[src/rtl/cond_unit.sv]
// ARMv4 condition-check unit: holds the architectural NZCV flag register and
// gates the control unit's PC/register/memory write enables on the condition field.
module cond_unit #(
    parameter logic [3:0] RESET_FLAGS = 4'b0000
) (
    input  logic       i_clk,
    input  logic       i_reset,
    input  logic [3:0] i_cond,
    input  logic [3:0] i_alu_flags,
    input  logic [1:0] i_flag_w,
    input  logic       i_pcs,
    input  logic       i_reg_w,
    input  logic       i_mem_w,
    input  logic       i_no_write,
    output logic [3:0] o_flags,
    output logic       o_cond_ex,
    output logic       o_pc_src,
    output logic       o_reg_write,
    output logic       o_mem_write
);

    logic [3:0] r_flags;
    logic       w_n, w_z, w_c, w_v;
    logic       w_cond_ex;

    assign w_n = r_flags[0];
    assign w_z = r_flags[1];
    assign w_c = r_flags[2];
    assign w_v = r_flags[3];

    // Decode uses only the registered flags so a flag-setting instruction
    // never feeds its own condition through alu_flags.
    always_comb begin
        w_cond_ex = 1'b0;
        case (i_cond)
            4'b0000: w_cond_ex = w_z;
            4'b0001: w_cond_ex = ~w_z;
            4'b0010: w_cond_ex = w_c;
            4'b0011: w_cond_ex = ~w_c;
            4'b0100: w_cond_ex = w_n;
            4'b0101: w_cond_ex = ~w_n;
            4'b0110: w_cond_ex = w_v;
            4'b0111: w_cond_ex = ~w_v;
            4'b1000: w_cond_ex = w_c & ~w_z;
            4'b1001: w_cond_ex = ~w_c | w_z;
            4'b1010: w_cond_ex = (w_n == w_v);
            4'b1011: w_cond_ex = (w_n != w_v);
            4'b1100: w_cond_ex = ~w_z & (w_n == w_v);
            4'b1101: w_cond_ex = w_z | (w_n != w_v);
            4'b1110: w_cond_ex = 1'b1;
            4'b1111: w_cond_ex = 1'b1;
        endcase
    end

    always_ff @(posedge i_clk) begin
        if (i_reset) begin
            r_flags <= RESET_FLAGS;
        end else begin
            if (i_flag_w[1] && w_cond_ex) begin
                r_flags[1:0] <= i_alu_flags[1:0];
            end
            if (i_flag_w[0] && w_cond_ex) begin
                r_flags[3:2] <= i_alu_flags[3:2];
            end
        end
    end

    assign o_flags     = r_flags;
    assign o_cond_ex   = w_cond_ex;
    assign o_pc_src    = i_pcs & w_cond_ex;
    assign o_reg_write = i_reg_w & w_cond_ex & ~i_no_write;
    assign o_mem_write = i_mem_w & w_cond_ex;

endmodule

[config.mk]
export PLATFORM = sky130hd
export DESIGN_NAME = cond_unit
export DESIGN_NICKNAME = d
export VERILOG_FILES = /design/src/rtl/cond_unit.sv
export SDC_FILE = /design/constraint.sdc
export NUM_CORES = 1
export LEC_CHECK = 0
export ABC_AREA = 1
export BUFFER_PORTS_ARGS = -buffer_cell sky130_fd_sc_hd__buf_2
export CAP_MARGIN = 20
export CORE_AREA = 2 2 39 41
export CTS_BUF_LIST = sky130_fd_sc_hd__clkbuf_4
export DETAILED_ROUTE_END_ITERATION = 8
export DIE_AREA = 0 0 41 43
export GPL_TIMING_DRIVEN = 0
export PLACE_DENSITY = 0.75
export SYNTH_ARGS = -nofsm -noshare
export SYNTH_HDL_FRONTEND = slang
export SYNTH_SLANG_ARGS = --single-unit
[constraint.sdc]
create_clock -name i_clk -period 2.9 [get_ports i_clk]
set_clock_uncertainty 0.15 [all_clocks]
set_input_delay 0.145 -clock i_clk [delete_from_list [all_inputs] [get_ports i_clk]]
set_output_delay 0.145 -clock i_clk [all_outputs]
set_load 0.005 [all_outputs]
Word level (Yosys, flattened, before mapping)
Index checks and enable logic that the tools add are counted.
Cells by class
  eq/ne operators: 17
  mux-type cells: 1
  bitwise operators: 13
  reductions and logical operators: 4
Operator list (count)
  $eq A4 B4 Y1 const B: 8
  $eq A4 B3 Y1 const B: 4
  $pmux W1 S15: 1
  $eq A4 B2 Y1 const B: 2
  $and A1 B1 Y1: 6
  $not A1 Y1: 5
  $eq A4 B1 Y1 const B: 1
  $logic_not A4 Y1: 1
  $logic_and A1 B1 Y1: 2
  $or A1 B1 Y1: 2
  $reduce_or A2 Y1: 1
  $eq A1 B1 Y1: 1
  $ne A1 B1 Y1: 1
Word-level totals
  register bits after elaboration: 4
  input port bits: 16
  output and inout bits: 8
  word-level logic and storage cells: 37

Logic depth before layout (Yosys ltp)
Gate-level depths: netlist (run 1).
  word-level depth: 5
  gate-level depth with buffers: 12
  gate-level depth less buffers: 12

Worst setup path before layout (run 1)
OpenSTA, ideal clock, no wires.
  path kind: reg2out
  start: register r_flags[3] (netlist: o_flags[3])
  end: output o_reg_write
  arrival time: 1.159 ns
  data required time: 2.605 ns
  path slack: 1.446 ns
  stages on the path, launching flop included: 11
  buffers on the path: 0
  cells stage by stage: dfxtp_1 inv_1 nand2_1 nand3_1 nand3_1 nand2_1 nand3_4 nand2_2 inv_2 nand2_2 nor2_2
Between the ends
  longest elaborated chain between the ends: 5
  elaborated cells between the ends (all ways): 8
  those cells by class: eq/ne (2); mux (1); bitwise (5)
RTL lines
  start, declared: line 22  | logic [3:0] r_flags;
  start signal, assigned: line 63  | r_flags[3:2] <= i_alu_flags[3:2];
  $ne A1 B1 Y1 or $eq A1 B1 Y1 (tied branches)
  $or A1 B1 Y1 or $and A1 B1 Y1 (tied branches): line 49, 48
  $pmux W1 S15 (*): line 35  | case (i_cond)
  net o_cond_ex: line 16  | output logic o_cond_ex,
  $and A1 B1 Y1 (*) (2 in a row): line 71  | assign o_reg_write = i_reg_w & w_cond_ex & ~i_no_write;
  end, declared: line 18  | output logic o_reg_write,
Mark *: on every way through the listed nets, which the timed path passes. The rest lies on a longest branch.

Worst setup path in the final report (run 1)
  start: register r_flags[3] (netlist: o_flags[3])
  end: output o_reg_write
Between the ends
  longest elaborated chain between the ends: 5
  elaborated cells between the ends (all ways): 8
  those cells by class: eq/ne (2); mux (1); bitwise (5)
RTL lines (line)
  $ne A1 B1 Y1 or $eq A1 B1 Y1 (tied branches)
  $or A1 B1 Y1 or $and A1 B1 Y1 (tied branches): 49, 48
  $pmux W1 S15 (*): 35
  $and A1 B1 Y1 (*) (2 in a row): 71
Every way passes the cells marked *; elsewhere a longest branch is shown, timed or not.

==> results of run 1 <==
## worst min path at each step
stage / end / depth (start not counted) / slack [ns] / start
final: o_flags[1] / 4 / 0.05 / i_reset
after global routing: o_flags[3] / 4 / 0.06 / i_reset
after detailed placement: o_flags[1] / 4 / 0.28 / i_reset
after global placement: o_flags[2] / 4 / 0.28 / i_reset
after floorplan: o_reg_write / 1 / 0.16 / i_no_write
after CTS: o_flags[1] / 4 / 0.03 / i_reset
## logic make-up after synthesis
kind of cell	synth area share (%)
AO/OA/AOI/OAI	2.66
buffers and inverters	20.3
flip-flops	15.5
AND/OR/NAND/NOR	61.6
## layout make-up
class / count / area, um^2 / share of cell area, %
sequential: 4 / 80.1 / 11.9
multi-input combinational: 67 / 333 / 49.6
timing repair buffer: 22 / 110 / 16.4
clock buffer: 3 / 22.5 / 3.36
buffer: 1 / 11.3 / 1.68
tap: 16 / 20.0 / 2.99
inverter: 25 / 93.8 / 14.0
## metal layers
| metal | global-route usage (%) | vias to the layer above | part of all wire [%] | routed length [um] |
|---|---|---|---|---|
| li1 | - | 341 | - | - |
| met1 | 16.3 | 246 | 45 | 519 |
| met2 | 21.9 | 17 | 48 | 555 |
| met3 | 1.57 | 4 | 5.1 | 59 |
| met4 | 10.0 | 0 | 1.8 | 21 |
| met5 | 0 | - | 0 | 0 |
## worst max-delay path, delay by kind of cell (launching register included)
kind                   cells  cell delay, ns
flip-flops                 1            0.37
AND/OR/NAND/NOR            9            0.75
buffers and inverters      3            0.26
## cells in the final DEF, fill, tap and decap left out
cell / count
sky130_fd_sc_hd__nand2_1: 31
sky130_fd_sc_hd__clkbuf_4: 3
sky130_fd_sc_hd__nor2_2: 2
sky130_fd_sc_hd__inv_1: 23
sky130_fd_sc_hd__nand3_1: 10
sky130_fd_sc_hd__buf_6: 1
sky130_fd_sc_hd__inv_2: 2
sky130_fd_sc_hd__nand2_2: 3
sky130_fd_sc_hd__dfxtp_1: 4
sky130_fd_sc_hd__nand3_4: 1
sky130_fd_sc_hd__nor2_1: 10
sky130_fd_sc_hd__nor2_4: 1
sky130_fd_sc_hd__nand4_1: 4
sky130_fd_sc_hd__nand3_2: 3
sky130_fd_sc_hd__a21oi_2: 1
sky130_fd_sc_hd__o21ai_0: 1
sky130_fd_sc_hd__buf_2: 22
## power by group through the flow
| stage | Combinational, mW | Clock [mW] | Sequential, mW |
|---|---|---|---|
| floorplan | 0.0859 | 0 | 0.0707 |
| global placement | 0.125 | 0 | 0.0706 |
| detailed placement | 0.127 | 0 | 0.0702 |
| CTS | 0.128 | 0.0719 | 0.0694 |
| global route | 0.142 | 0.0752 | 0.0711 |
| finish | 0.126 | 0.0678 | 0.0695 |
==> reports/summary.json, run 1 <==
{
  "clock-sinks": 4,
  "static-leakage-power_nw": 0.436,
  "transition_time_at_the_pin_with_the_least_slew_margin_ns": 0.323,
  "clock_tree.htree_level_count": 1,
  "cp_data_arrival_time_ns": 1.61,
  "synth.yosys.seq_area_share_pct": 15.5,
  "detail_route.wirelength_um": 1160,
  "yosys_warnings": 0,
  "crit_path_start": "o_flags[3]",
  "most_repeated_library_cell_on_the_critical_path": "sky130_fd_sc_hd__nand2_1",
  "clk_root_buffer_cell": "sky130_fd_sc_hd__clkbuf_4",
  "mean_syn_cell_area_um2": 5.34,
  "cp-end-kind": "output pin",
  "post-synth-top-count-cell": "sky130_fd_sc_hd__nand2_1",
  "placement.cell_area_um2": 648,
  "max_freq_mhz": 525,
  "worst_setup_hold_path_clk_slew_ns": 0.04,
  "drt-initial-drc-count": 7,
  "netlist_area_um2": 518,
  "synth_top_flop_cell": "sky130_fd_sc_hd__dfxtp_1",
  "critical-path-slowest-cell": "sky130_fd_sc_hd__dfxtp_1",
  "track_usage_pct": 13.9,
  "netlist_top_cells_area": "sky130_fd_sc_hd__nand2_1 22%, sky130_fd_sc_hd__inv_1 17%, sky130_fd_sc_hd__dfxtp_1 15%",
  "hold_violations": 0,
  "crit_chain": "inv_1 > nand2_1 > nand3_1 > nand2_1 > nand2_1 > nand2_1 > nand3_4 > nand2_2 > inv_2 > nand2_2 > nor2_2 > buf_2",
  "global_route.overflow_total": 0,
  "pwr-share-clk_pct": 25.7,
  "final_core_utilization_pct": 48.5,
  "drt.antenna.violating_nets": 0,
  "timing.critical_path.fanout_max": 7,
  "cts_post_setup_buffers_inserted": 0,
  "netlist.area_leader.share_pct": 22.5,
  "outcome": "complete, no violations",
  "layout.cells.non_filler": 138,
  "post_synth_inst_count": 97,
  "fin_hold_ws_ns": 0.0460,
  "areaGrowthSynthToFinish_pct": 29.5,
  "count_of_pins_over_their_slew_limit": 0,
  "fin_setup_tns_ns": 0,
  "net-switching-power_uw": 102,
  "regToRegStartpoint": "o_flags[3]",
  "reg2reg_slack_ns": 1.38,
  "fraction_of_power_consumed_by_sequential_logic_pct": 26.4,
  "largest_register_ffs": 4,
  "postSynthNetCount": 113,
  "max_cap_viol_count": 0,
  "grt_pass1_vias": 467,
  "worst_ir_drop_vdd_mv": 0.173,
  "count_of_input_and_output_buffers": 22,
  "antenna_violations_before_repair": 0,
  "ys_types": 15,
  "power.density_cell_area_mw_per_mm2": 393,
  "grt_first_pass_wirelength_um": 1690,
  "design.die.area_mm2": 0.00176,
  "hold_path_class": "input pin to flop",
  "diodes": 0,
  "timing.final.ws_setup_ns": 0.994,
  "p_comb_share_pct": 47.9,
  "worst_ep_required_time_ns": 2.61,
  "detail_route.drc_violations": 0,
  "clk_path_buf_depth": 2,
  "layout_worst_path_cycle_share_pct": 65.7,
  "fill_cells": 158,
  "r2r_end": "o_flags[3]",
  "yosysTopAreaCell": "sky130_fd_sc_hd__nand2_1",
  "cts_buffers": 3,
  "io-pin-count": 24,
  "post_synth_most_frequent_cells": "31 x sky130_fd_sc_hd__nand2_1, 23 x sky130_fd_sc_hd__inv_1, 10 x sky130_fd_sc_hd__nand3_1, 10 x sky130_fd_sc_hd__nor2_1",
  "vias": 608,
  "detailedPlacementHpwl_um": 970,
  "drt-wirelength-per-cell_um": 8.37,
  "postCtsResizedCells": 0,
  "clock_insertion_delay_worst_skew_ns": 0.23,
  "cell_internal_pwr_uw": 161,
  "drive_gt1_share_pct": 32.0,
  "cts_tree": "yes",
  "power_switching_share_pct": 38.8,
  "timing.final.crit_period_ns": 1.91,
  "total_power_uw": 264,
  "async_reset_ff_share_pct": 0,
  "rsz0062_at_grt": "false",
  "postSynthRegisterBits": 4,
  "firstDrtPassIters": 4,
  "finalInstanceArea_um2": 671,
  "die_w_um": 41,
  "reg2reg_depth": 11,
  "cpPeakStageDelay_ns": 0.37,
  "pin_count_of_the_biggest_net_entering_global_routing": 10,
  "finish.net_count": 140,
  "die_y_um": 43,
  "place_worst_setup_slack_ns": 1.23,
  "cts_hold_buf": 0,
  "edff_count_synth": 0,
  "core_region_area_mm2": 0.00138,
  "setup_viol_count_final": 0,
  "worst_setup_path_endpoint": "o_reg_write",
  "worstSetupPathType": "flop to output pin",
  "num_rows": 14,
  "floorplan.initialDensity_pct": 37.4,
  "drt-vias-per-instance": 4.41,
  "timing.slew.headroom_pct": 78.4,
  "finalWeightedCongestion": 0.750,
  "post-place-cells": 135,
  "critPathLaunchType": "flop"
}
Note: power is estimated with default switching activity, not from simulation.
==> inputs of run 2 (changes only) <==
==> constraint.sdc (replaced) <==
create_clock -name i_clk -period 1.9 [get_ports i_clk]
set_clock_uncertainty 0.15 [all_clocks]
set_input_delay 0.095 -clock i_clk [delete_from_list [all_inputs] [get_ports i_clk]]
set_output_delay 0.095 -clock i_clk [all_outputs]
set_load 0.005 [all_outputs]
==> run 2 against run 1 <==
Effect of this change: sequential cell count unchanged; final cell count increased by 1.4%; combinational power increased by 63%; non-clock buffer count increased by 2; critical path type unchanged; critical endpoint unchanged; largest power group unchanged.
==> reports/summary.json, run 2 (synthesis gave the netlist of run 1 again) <==
{
  "outcome": "complete, no violations",
  "worst_ep_required_time": {"value": 1.65, "unit": "ns", "change": "-0.96 ns"},
  "worstSetupPathType": "flop to output pin",
  "rsz0062_at_grt": "false",
  "drt-vias-per-instance": {"value": 4.52, "change": "+2.6%"},
  "r2r_end": "o_flags[3]",
  "detail_route.wirelength": {"value": 1170, "unit": "um", "change": "+1.0%"},
  "cts_buffers": {"value": 3, "change": "unchanged"},
  "min-delay-start": "i_alu_flags[3]",
  "highest_count_cells_in_the_layout_ignoring_fill_and_taps": "31 x sky130_fd_sc_hd__nand2_1, 22 x sky130_fd_sc_hd__buf_2, 21 x sky130_fd_sc_hd__inv_1, 10 x sky130_fd_sc_hd__nor2_1, 10 x sky130_fd_sc_hd__nand3_1",
  "place_worst_setup_slack": {"value": 0.275, "unit": "ns", "change": "-0.950 ns"},
  "final-seq-area": {"value": 82.6, "unit": "um^2", "change": "+3.1%"},
  "drive_gt1_share": {"value": 35.5, "unit": "%", "change": "+3.5 points"},
  "areaGrowthSynthToFinish_pct": 34.3,
  "timing.final.crit_period_ns": 1.72,
  "floorplan.initialDensity": {"value": 37.4, "unit": "%", "change": "unchanged"},
  "num_rows": {"value": 14, "change": "unchanged"},
  "fin_hold_ws": {"value": 0.0297, "unit": "ns", "change": "-0.0163 ns"},
  "timing.critical_path.fanout_max": {"value": 5, "change": "-2"},
  "cp_data_arrival_time": {"value": 1.47, "unit": "ns", "change": "-0.14 ns"},
  "clock_tree.htree_level_count": {"value": 1, "change": "unchanged"},
  "pin_count_of_the_biggest_net_entering_global_routing": {"value": 10, "change": "unchanged"},
  "cts_tree": "yes",
  "diodes": {"value": 0, "change": "unchanged"},
  "design.die.area": {"value": 0.00176, "unit": "mm^2", "change": "unchanged"},
  "firstDrtPassIters": {"value": 4, "change": "unchanged"},
  "static-leakage-power": {"value": 0.447, "unit": "nW", "change": "+2.4%"},
  "clk_path_buf_depth": {"value": 2, "change": "unchanged"},
  "count_of_input_and_output_buffers": {"value": 22, "change": "unchanged"},
  "worst_setup_hold_path_clk_slew": {"value": 0.03, "unit": "ns", "change": "about the same"},
  "max_cap_viol_count": {"value": 0, "change": "unchanged"},
  "grt_pass1_vias": {"value": 479, "change": "+2.6%"},
  "finish.net_count": {"value": 142, "change": "+1.4%"},
  "clk_root_buffer_cell": "sky130_fd_sc_hd__clkbuf_4",
  "met2_usage": {"value": 22.5, "unit": "%", "change": "+0.63 points"},
  "clock-sinks": {"value": 4, "change": "unchanged"},
  "transition_time_at_the_pin_with_the_least_slew_margin": {"value": 0.369, "unit": "ns", "change": "+0.0466 ns"},
  "clock_insertion_delay_worst_skew": {"value": 0.24, "unit": "ns", "change": "about the same"},
  "detail_route.drc_violations": {"value": 0, "change": "unchanged"},
  "track_usage": {"value": 14.1, "unit": "%", "change": "+0.20 points"},
  "timing.slew.headroom": {"value": 75.3, "unit": "%", "change": "-3.1 points"},
  "leading_cell_type_in_the_layout_fill_and_taps_excluded": "sky130_fd_sc_hd__nand2_1",
  "cell_count_of_the_worst_hold_path": {"value": 5, "change": "+1"},
  "largest_register_ffs": {"value": 4, "change": "unchanged"},
  "hold_path_class": "input pin to flop",
  "multi_input_area": {"value": 338, "unit": "um^2", "change": "+1.5%"},
  "grt_first_pass_wirelength": {"value": 1720, "unit": "um", "change": "+1.7%"},
  "drt.antenna.violating_nets": {"value": 0, "change": "unchanged"},
  "worst_ir_drop_vdd": {"value": 0.284, "unit": "mV", "change": "+64%"},
  "global_route.overflow_total": {"value": 0, "change": "unchanged"},
  "count_of_pins_over_their_slew_limit": {"value": 0, "change": "unchanged"},
  "max_freq_mhz": 582,
  "reg2reg_slack": {"value": 0.34, "unit": "ns", "change": "-1.04 ns"},
  "cp-end-kind": "output pin",
  "hold_violations": {"value": 0, "change": "unchanged"},
  "placement.cell_area": {"value": 648, "unit": "um^2", "change": "unchanged"},
  "drt-initial-drc-count": {"value": 11, "change": "+4"},
  "critPathLaunchType": "flop",
  "core_region_area": {"value": 0.00138, "unit": "mm^2", "change": "unchanged"},
  "drt-wirelength-per-cell": {"value": 8.34, "unit": "um", "change": "-0.40%"},
  "whs_endpoint": "o_flags[3]",
  "finalInstanceArea": {"value": 696, "unit": "um^2", "change": "+3.7%"},
  "timing.final.ws_setup": {"value": 0.181, "unit": "ns", "change": "-0.813 ns"},
  "finalWeightedCongestion": {"value": 0.750, "change": "unchanged"},
  "die_y": {"value": 43, "unit": "um", "change": "unchanged"},
  "use_met3": {"value": 1.57, "unit": "%", "change": "unchanged"},
  "antenna_violations_before_repair": {"value": 0, "change": "unchanged"},
  "globalRouteMet1Util": {"value": 16.3, "unit": "%", "change": "unchanged"},
  "setup_viol_count_final": {"value": 0, "change": "unchanged"},
  "die_w": {"value": 41, "unit": "um", "change": "unchanged"},
  "grt.busiest_layer": "met2",
  "reg2reg_depth": {"value": 12, "change": "+1"},
  "power.density_cell_area": {"value": 603, "unit": "mW/mm^2", "change": "+53%"},
  "regToRegStartpoint": "o_flags[3]",
  "fill_cells": {"value": 156, "change": "-1.3%"},
  "io-pin-count": {"value": 24, "change": "unchanged"},
  "vias": {"value": 633, "change": "+4.1%"},
  "total_power": {"value": 419, "unit": "uW", "change": "+59%"},
  "fin_setup_tns": {"value": 0, "unit": "ns", "change": "unchanged"},
  "detailedPlacementHpwl": {"value": 970, "unit": "um", "change": "unchanged"},
  "layout_worst_path_cycle_share_pct": 90.5
}
run 2: changes by cell type in the layout (fill, tap and decap cells not counted), sizes merged:
| cell | before | now |
|---|---|---|
| dlygate4sd3 | 0 | 1 |
| buf | 23 | 24 |
run 2: layout make-up:
cell class                 count  share of cell area, %
clock buffer                   3                   3.24
multi-input combinational     67                   48.6
inverter                      25                   13.5
buffer                         1                   1.62
timing repair buffer          24                   18.3
sequential                     4                   11.9
tap                           16                   2.88
run 2: timing repair:
action | in CTS | in global routing
setup buffers | 0 | 1
hold buffers | 1 | 0
gates resized for setup | 0 | 5
setup endpoints to repair | 0 | 4
hold endpoints to repair | 4 | 0
run 2: how the worst max path moves through the flow:
stage                    start     endpoint  slack (ns)  cells after the start
finish              o_flags[3]  o_reg_write        0.18                     12
global route        o_flags[3]  o_reg_write        0.04                     13
CTS                 o_flags[3]  o_reg_write        0.02                     12
detailed placement  o_flags[3]  o_reg_write        0.28                     12
global placement    o_flags[3]  o_reg_write        0.32                     12
floorplan           o_flags[3]  o_reg_write        0.50                     10
run 2: worst max-delay path, stage by stage (launching register included):
cell	delay, ns
sky130_fd_sc_hd__dfxtp_2	0.35
sky130_fd_sc_hd__inv_2	0.06
sky130_fd_sc_hd__nand2_1	0.09
sky130_fd_sc_hd__nand3_1	0.12
sky130_fd_sc_hd__nand2_1	0.08
sky130_fd_sc_hd__nand2_1	0.05
sky130_fd_sc_hd__nand2_1	0.10
sky130_fd_sc_hd__nand3_4	0.09
sky130_fd_sc_hd__nand2_4	0.07
sky130_fd_sc_hd__inv_2	0.05
sky130_fd_sc_hd__nand2_2	0.05
sky130_fd_sc_hd__nor2_2	0.03
sky130_fd_sc_hd__buf_2	0.11
run 2: power breakdown:
part           switching, mW  internal [mW]
clock network         0.0355         0.0707
logic                  0.117         0.0882
registers             0.0109         0.0973
run 2: metal layers:
layer / vias to the layer above / share of wire, %
met4: 0 / 3.0
li1: 348 / -
met2: 14 / 46
met5: - / 0
met3: 5 / 4.1
met1: 266 / 47
run 2: per-stage QoR:
| step | cells | util (%) |
|---|---|---|
| after detailed placement | 135 | 46.8 |
| after global placement | 135 | 46.8 |
| after floorplan | 97 | - |
| after global routing | 140 | 50.3 |
| final | 140 | 50.3 |
| after CTS | 139 | 49.2 |
==> inputs of run 3 (changes only) <==
--- a/config.mk
+++ b/config.mk
@@ -6,14 +6,14 @@
 export NUM_CORES = 1
 export LEC_CHECK = 0
 export ABC_AREA = 1
-export BUFFER_PORTS_ARGS = -buffer_cell sky130_fd_sc_hd__buf_2
 export CAP_MARGIN = 20
 export CORE_AREA = 2 2 39 41
 export CTS_BUF_LIST = sky130_fd_sc_hd__clkbuf_4
 export DETAILED_ROUTE_END_ITERATION = 8
 export DIE_AREA = 0 0 41 43
+export DONT_BUFFER_PORTS = 1
 export GPL_TIMING_DRIVEN = 0
-export PLACE_DENSITY = 0.75
+export PLACE_DENSITY = 0.59
 export SYNTH_ARGS = -nofsm -noshare
 export SYNTH_HDL_FRONTEND = slang
 export SYNTH_SLANG_ARGS = --single-unit
==> run 3 against run 2 <==
Effect of this change: hold slack improved by 0.033 ns; sequential share of layout area grew 1.2 points; combinational power fell by 21%; final cell count down 12%; core utilization down 4.5 points; highest routed layer unchanged; first-iteration DRC count unchanged; clock-buffer cell count unchanged.
==> reports/summary.json, run 3 (synthesis gave the netlist of run 1 again) <==
{
  "layout.cells.non_filler": {"value": 123, "change": "-12%"},
  "clock_insertion_delay_worst_skew": {"value": 0.23, "unit": "ns", "change": "about the same"},
  "setup_viol_count_final": {"value": 0, "change": "unchanged"},
  "die_y": {"value": 43, "unit": "um", "change": "unchanged"},
  "power_switching_share": {"value": 38.4, "unit": "%", "change": "-0.53 points"},
  "design.die.area": {"value": 0.00176, "unit": "mm^2", "change": "unchanged"},
  "die_w": {"value": 41, "unit": "um", "change": "unchanged"},
  "drt-vias-per-instance": {"value": 4.53, "change": "+0.16%"},
  "cts_buffers": {"value": 3, "change": "unchanged"},
  "detail_route.drc_violations": {"value": 0, "change": "unchanged"},
  "worst_ir_drop_vdd": {"value": 0.310, "unit": "mV", "change": "+9.5%"},
  "grt_pass1_vias": {"value": 525, "change": "+9.6%"},
  "grt_first_pass_wirelength": {"value": 1920, "unit": "um", "change": "+12%"},
  "worstSetupPathType": "flop to output pin",
  "count_of_input_and_output_buffers": {"value": 0, "change": "-100%"},
  "power.density_cell_area": {"value": 596, "unit": "mW/mm^2", "change": "-1.2%"},
  "net-switching-power": {"value": 145, "unit": "uW", "change": "-11%"},
  "total_power": {"value": 377, "unit": "uW", "change": "-10%"},
  "p_comb_share": {"value": 43.0, "unit": "%", "change": "-5.9 points"},
  "max_freq": {"value": 580, "unit": "MHz", "change": "-0.38%"},
  "drive_gt1_share": {"value": 19.6, "unit": "%", "change": "-16 points"},
  "finalInstanceArea": {"value": 633, "unit": "um^2", "change": "-9.0%"},
  "track_usage": {"value": 15.8, "unit": "%", "change": "+1.6 points"},
  "critPathLaunchType": "flop",
  "count_of_pins_over_their_slew_limit": {"value": 0, "change": "unchanged"},
  "leading_cell_type_in_the_layout_fill_and_taps_excluded": "sky130_fd_sc_hd__nand2_1",
  "hold_violations": {"value": 0, "change": "unchanged"},
  "cp_data_arrival_time": {"value": 1.48, "unit": "ns", "change": "about the same"},
  "cts_tree": "yes",
  "max_cap_viol_count": {"value": 0, "change": "unchanged"},
  "worst_setup_hold_path_clk_slew": {"value": 0.03, "unit": "ns", "change": "about the same"},
  "worst_ep_required_time": {"value": 1.65, "unit": "ns", "change": "about the same"},
  "met2_usage": {"value": 25.3, "unit": "%", "change": "+2.8 points"},
  "pwr-share-clk": {"value": 27.4, "unit": "%", "change": "+2.1 points"},
  "globalRouteMet1Util": {"value": 18.6, "unit": "%", "change": "+2.4 points"},
  "io-pin-count": {"value": 24, "change": "unchanged"},
  "detail_route.wirelength": {"value": 1120, "unit": "um", "change": "-3.9%"},
  "grt.busiest_layer": "met2",
  "finalWeightedCongestion": {"value": 0.720, "change": "-4.1%"},
  "timing.final.ws_setup": {"value": 0.174, "unit": "ns", "change": "-0.00651 ns"},
  "fraction_of_power_consumed_by_sequential_logic": {"value": 29.5, "unit": "%", "change": "+3.7 points"},
  "clk_root_buffer_cell": "sky130_fd_sc_hd__clkbuf_4",
  "hold_path_class": "input pin to output pin",
  "cell_internal_pwr": {"value": 232, "unit": "uW", "change": "-9.3%"},
  "num_rows": {"value": 14, "change": "unchanged"},
  "drt-initial-drc-count": {"value": 11, "change": "unchanged"},
  "transition_time_at_the_pin_with_the_least_slew_margin": {"value": 0.334, "unit": "ns", "change": "-0.0355 ns"},
  "use_met3": {"value": 1.57, "unit": "%", "change": "unchanged"},
  "rsz0062_at_grt": "false",
  "outcome": "complete, no violations",
  "global_route.overflow_total": {"value": 0, "change": "unchanged"},
  "static-leakage-power": {"value": 0.372, "unit": "nW", "change": "-17%"},
  "fin_setup_tns": {"value": 0, "unit": "ns", "change": "unchanged"},
  "fill_cells": {"value": 159, "change": "+1.9%"},
  "clk_path_buf_depth": {"value": 2, "change": "unchanged"},
  "drt.antenna.violating_nets": {"value": 0, "change": "unchanged"},
  "timing.final.crit_period": {"value": 1.73, "unit": "ns", "change": "+0.00651 ns"},
  "finish.net_count": {"value": 125, "change": "-12%"},
  "placement.cell_area": {"value": 538, "unit": "um^2", "change": "-17%"},
  "floorplan.initialDensity": {"value": 37.4, "unit": "%", "change": "unchanged"},
  "diodes": {"value": 0, "change": "unchanged"},
  "post-place-cells": {"value": 113, "change": "-16%"},
  "cp-end-kind": "output pin",
  "vias": {"value": 557, "change": "-12%"},
  "antenna_violations_before_repair": {"value": 0, "change": "unchanged"},
  "largest_register_ffs": {"value": 4, "change": "unchanged"},
  "pin_count_of_the_biggest_net_entering_global_routing": {"value": 10, "change": "unchanged"},
  "layout_worst_path_cycle_share": {"value": 90.8, "unit": "%", "change": "+0.34 points"},
  "timing.critical_path.fanout_max": {"value": 7, "change": "+2"},
  "cts_post_setup_buffers_inserted": {"value": 0, "change": "unchanged"},
  "core_region_area": {"value": 0.00138, "unit": "mm^2", "change": "unchanged"},
  "clock_tree.htree_level_count": {"value": 1, "change": "unchanged"},
  "detailedPlacementHpwl": {"value": 896, "unit": "um", "change": "-7.6%"},
  "drt-wirelength-per-cell": {"value": 9.12, "unit": "um", "change": "+9.4%"},
  "timing.slew.headroom": {"value": 77.7, "unit": "%", "change": "+2.4 points"},
  "firstDrtPassIters": {"value": 3, "change": "-1"},
  "reg2reg_slack": {"value": 0.44, "unit": "ns", "change": "+0.10 ns"},
  "highest_count_cells_in_the_layout_ignoring_fill_and_taps": "31 x sky130_fd_sc_hd__nand2_1, 21 x sky130_fd_sc_hd__inv_1, 10 x sky130_fd_sc_hd__nor2_1, 10 x sky130_fd_sc_hd__nand3_1, 7 x sky130_fd_sc_hd__dlygate4sd3_1",
  "areaGrowthSynthToFinish_pct": 22.2,
  "place_worst_setup_slack": {"value": 0.329, "unit": "ns", "change": "+0.0538 ns"},
  "clock-sinks": {"value": 4, "change": "unchanged"}
}
## run 3: cell count changes in the layout (fill, tap and decap cells not counted)
cell | before | now
sky130_fd_sc_hd__buf_4 | 1 | 0
sky130_fd_sc_hd__buf_2 | 22 | 0
sky130_fd_sc_hd__dlygate4sd3_1 | 1 | 7
sky130_fd_sc_hd__nand2_2 | 2 | 3
sky130_fd_sc_hd__nand2_4 | 1 | 0
## run 3: critical path: stages, from the launching register on
cell                      delay, ns
sky130_fd_sc_hd__dfxtp_1       0.36
sky130_fd_sc_hd__inv_1         0.10
sky130_fd_sc_hd__a21oi_2       0.15
sky130_fd_sc_hd__nand2_1       0.07
sky130_fd_sc_hd__nand2_1       0.06
sky130_fd_sc_hd__nand2_1       0.08
sky130_fd_sc_hd__nand3_4       0.13
sky130_fd_sc_hd__nand2_2       0.08
sky130_fd_sc_hd__inv_2         0.08
sky130_fd_sc_hd__nand2_2       0.05
sky130_fd_sc_hd__nor2_2        0.08
## run 3: repair_timing
action                     4_1_cts  5_1_grt
gates resized for setup          0        4
setup endpoints to repair        0        1
hold buffers                     7        0
hold endpoints to repair         4        0
## run 3: worst paths after layout
path / startpoint / end / cells past startpoint
max reg2reg: o_flags[3] / o_flags[1] / 11
min: i_no_write / o_reg_write / 1
max: o_flags[2] / o_reg_write / 10
min reg2reg: o_flags[0] / o_flags[0] / 4
## run 3: area by class of cell
cell class              count  area [um^2]  share of cell area [%]
multi-input cells          67          333                    52.6
inverters                  25         93.8                    14.8
flip-flops and latches      4         82.6                    13.0
repair buffers              7         70.1                    11.1
clock buffers               3         22.5                    3.56
well taps                  16         20.0                    3.16
plain buffers               1         11.3                    1.78
## run 3: power groups by stage
stage	combinational [mW]	clock (mW)	sequential, mW
floorplan	0.131	0	0.108
global placement	0.150	0	0.111
detailed placement	0.151	0	0.111
CTS	0.163	0.110	0.110
global route	0.191	0.111	0.114
finish	0.162	0.103	0.111
## run 3: through the flow
stage,util (%),hold slack (ns)
2_1_floorplan,-,0.0620
3_3_place_gp,38.9,0.0640
3_5_place_dp,38.9,0.0633
4_1_cts,45.6,0.0633
5_1_grt,45.8,0.0660
6_report,45.8,0.0628
## run 3: layer usage
metal  vias up  share of wire [%]
met4         0                1.2
li1        309                  -
met3         2                5.1
met5         -                  0
met1       233                 41
met2        13                 53
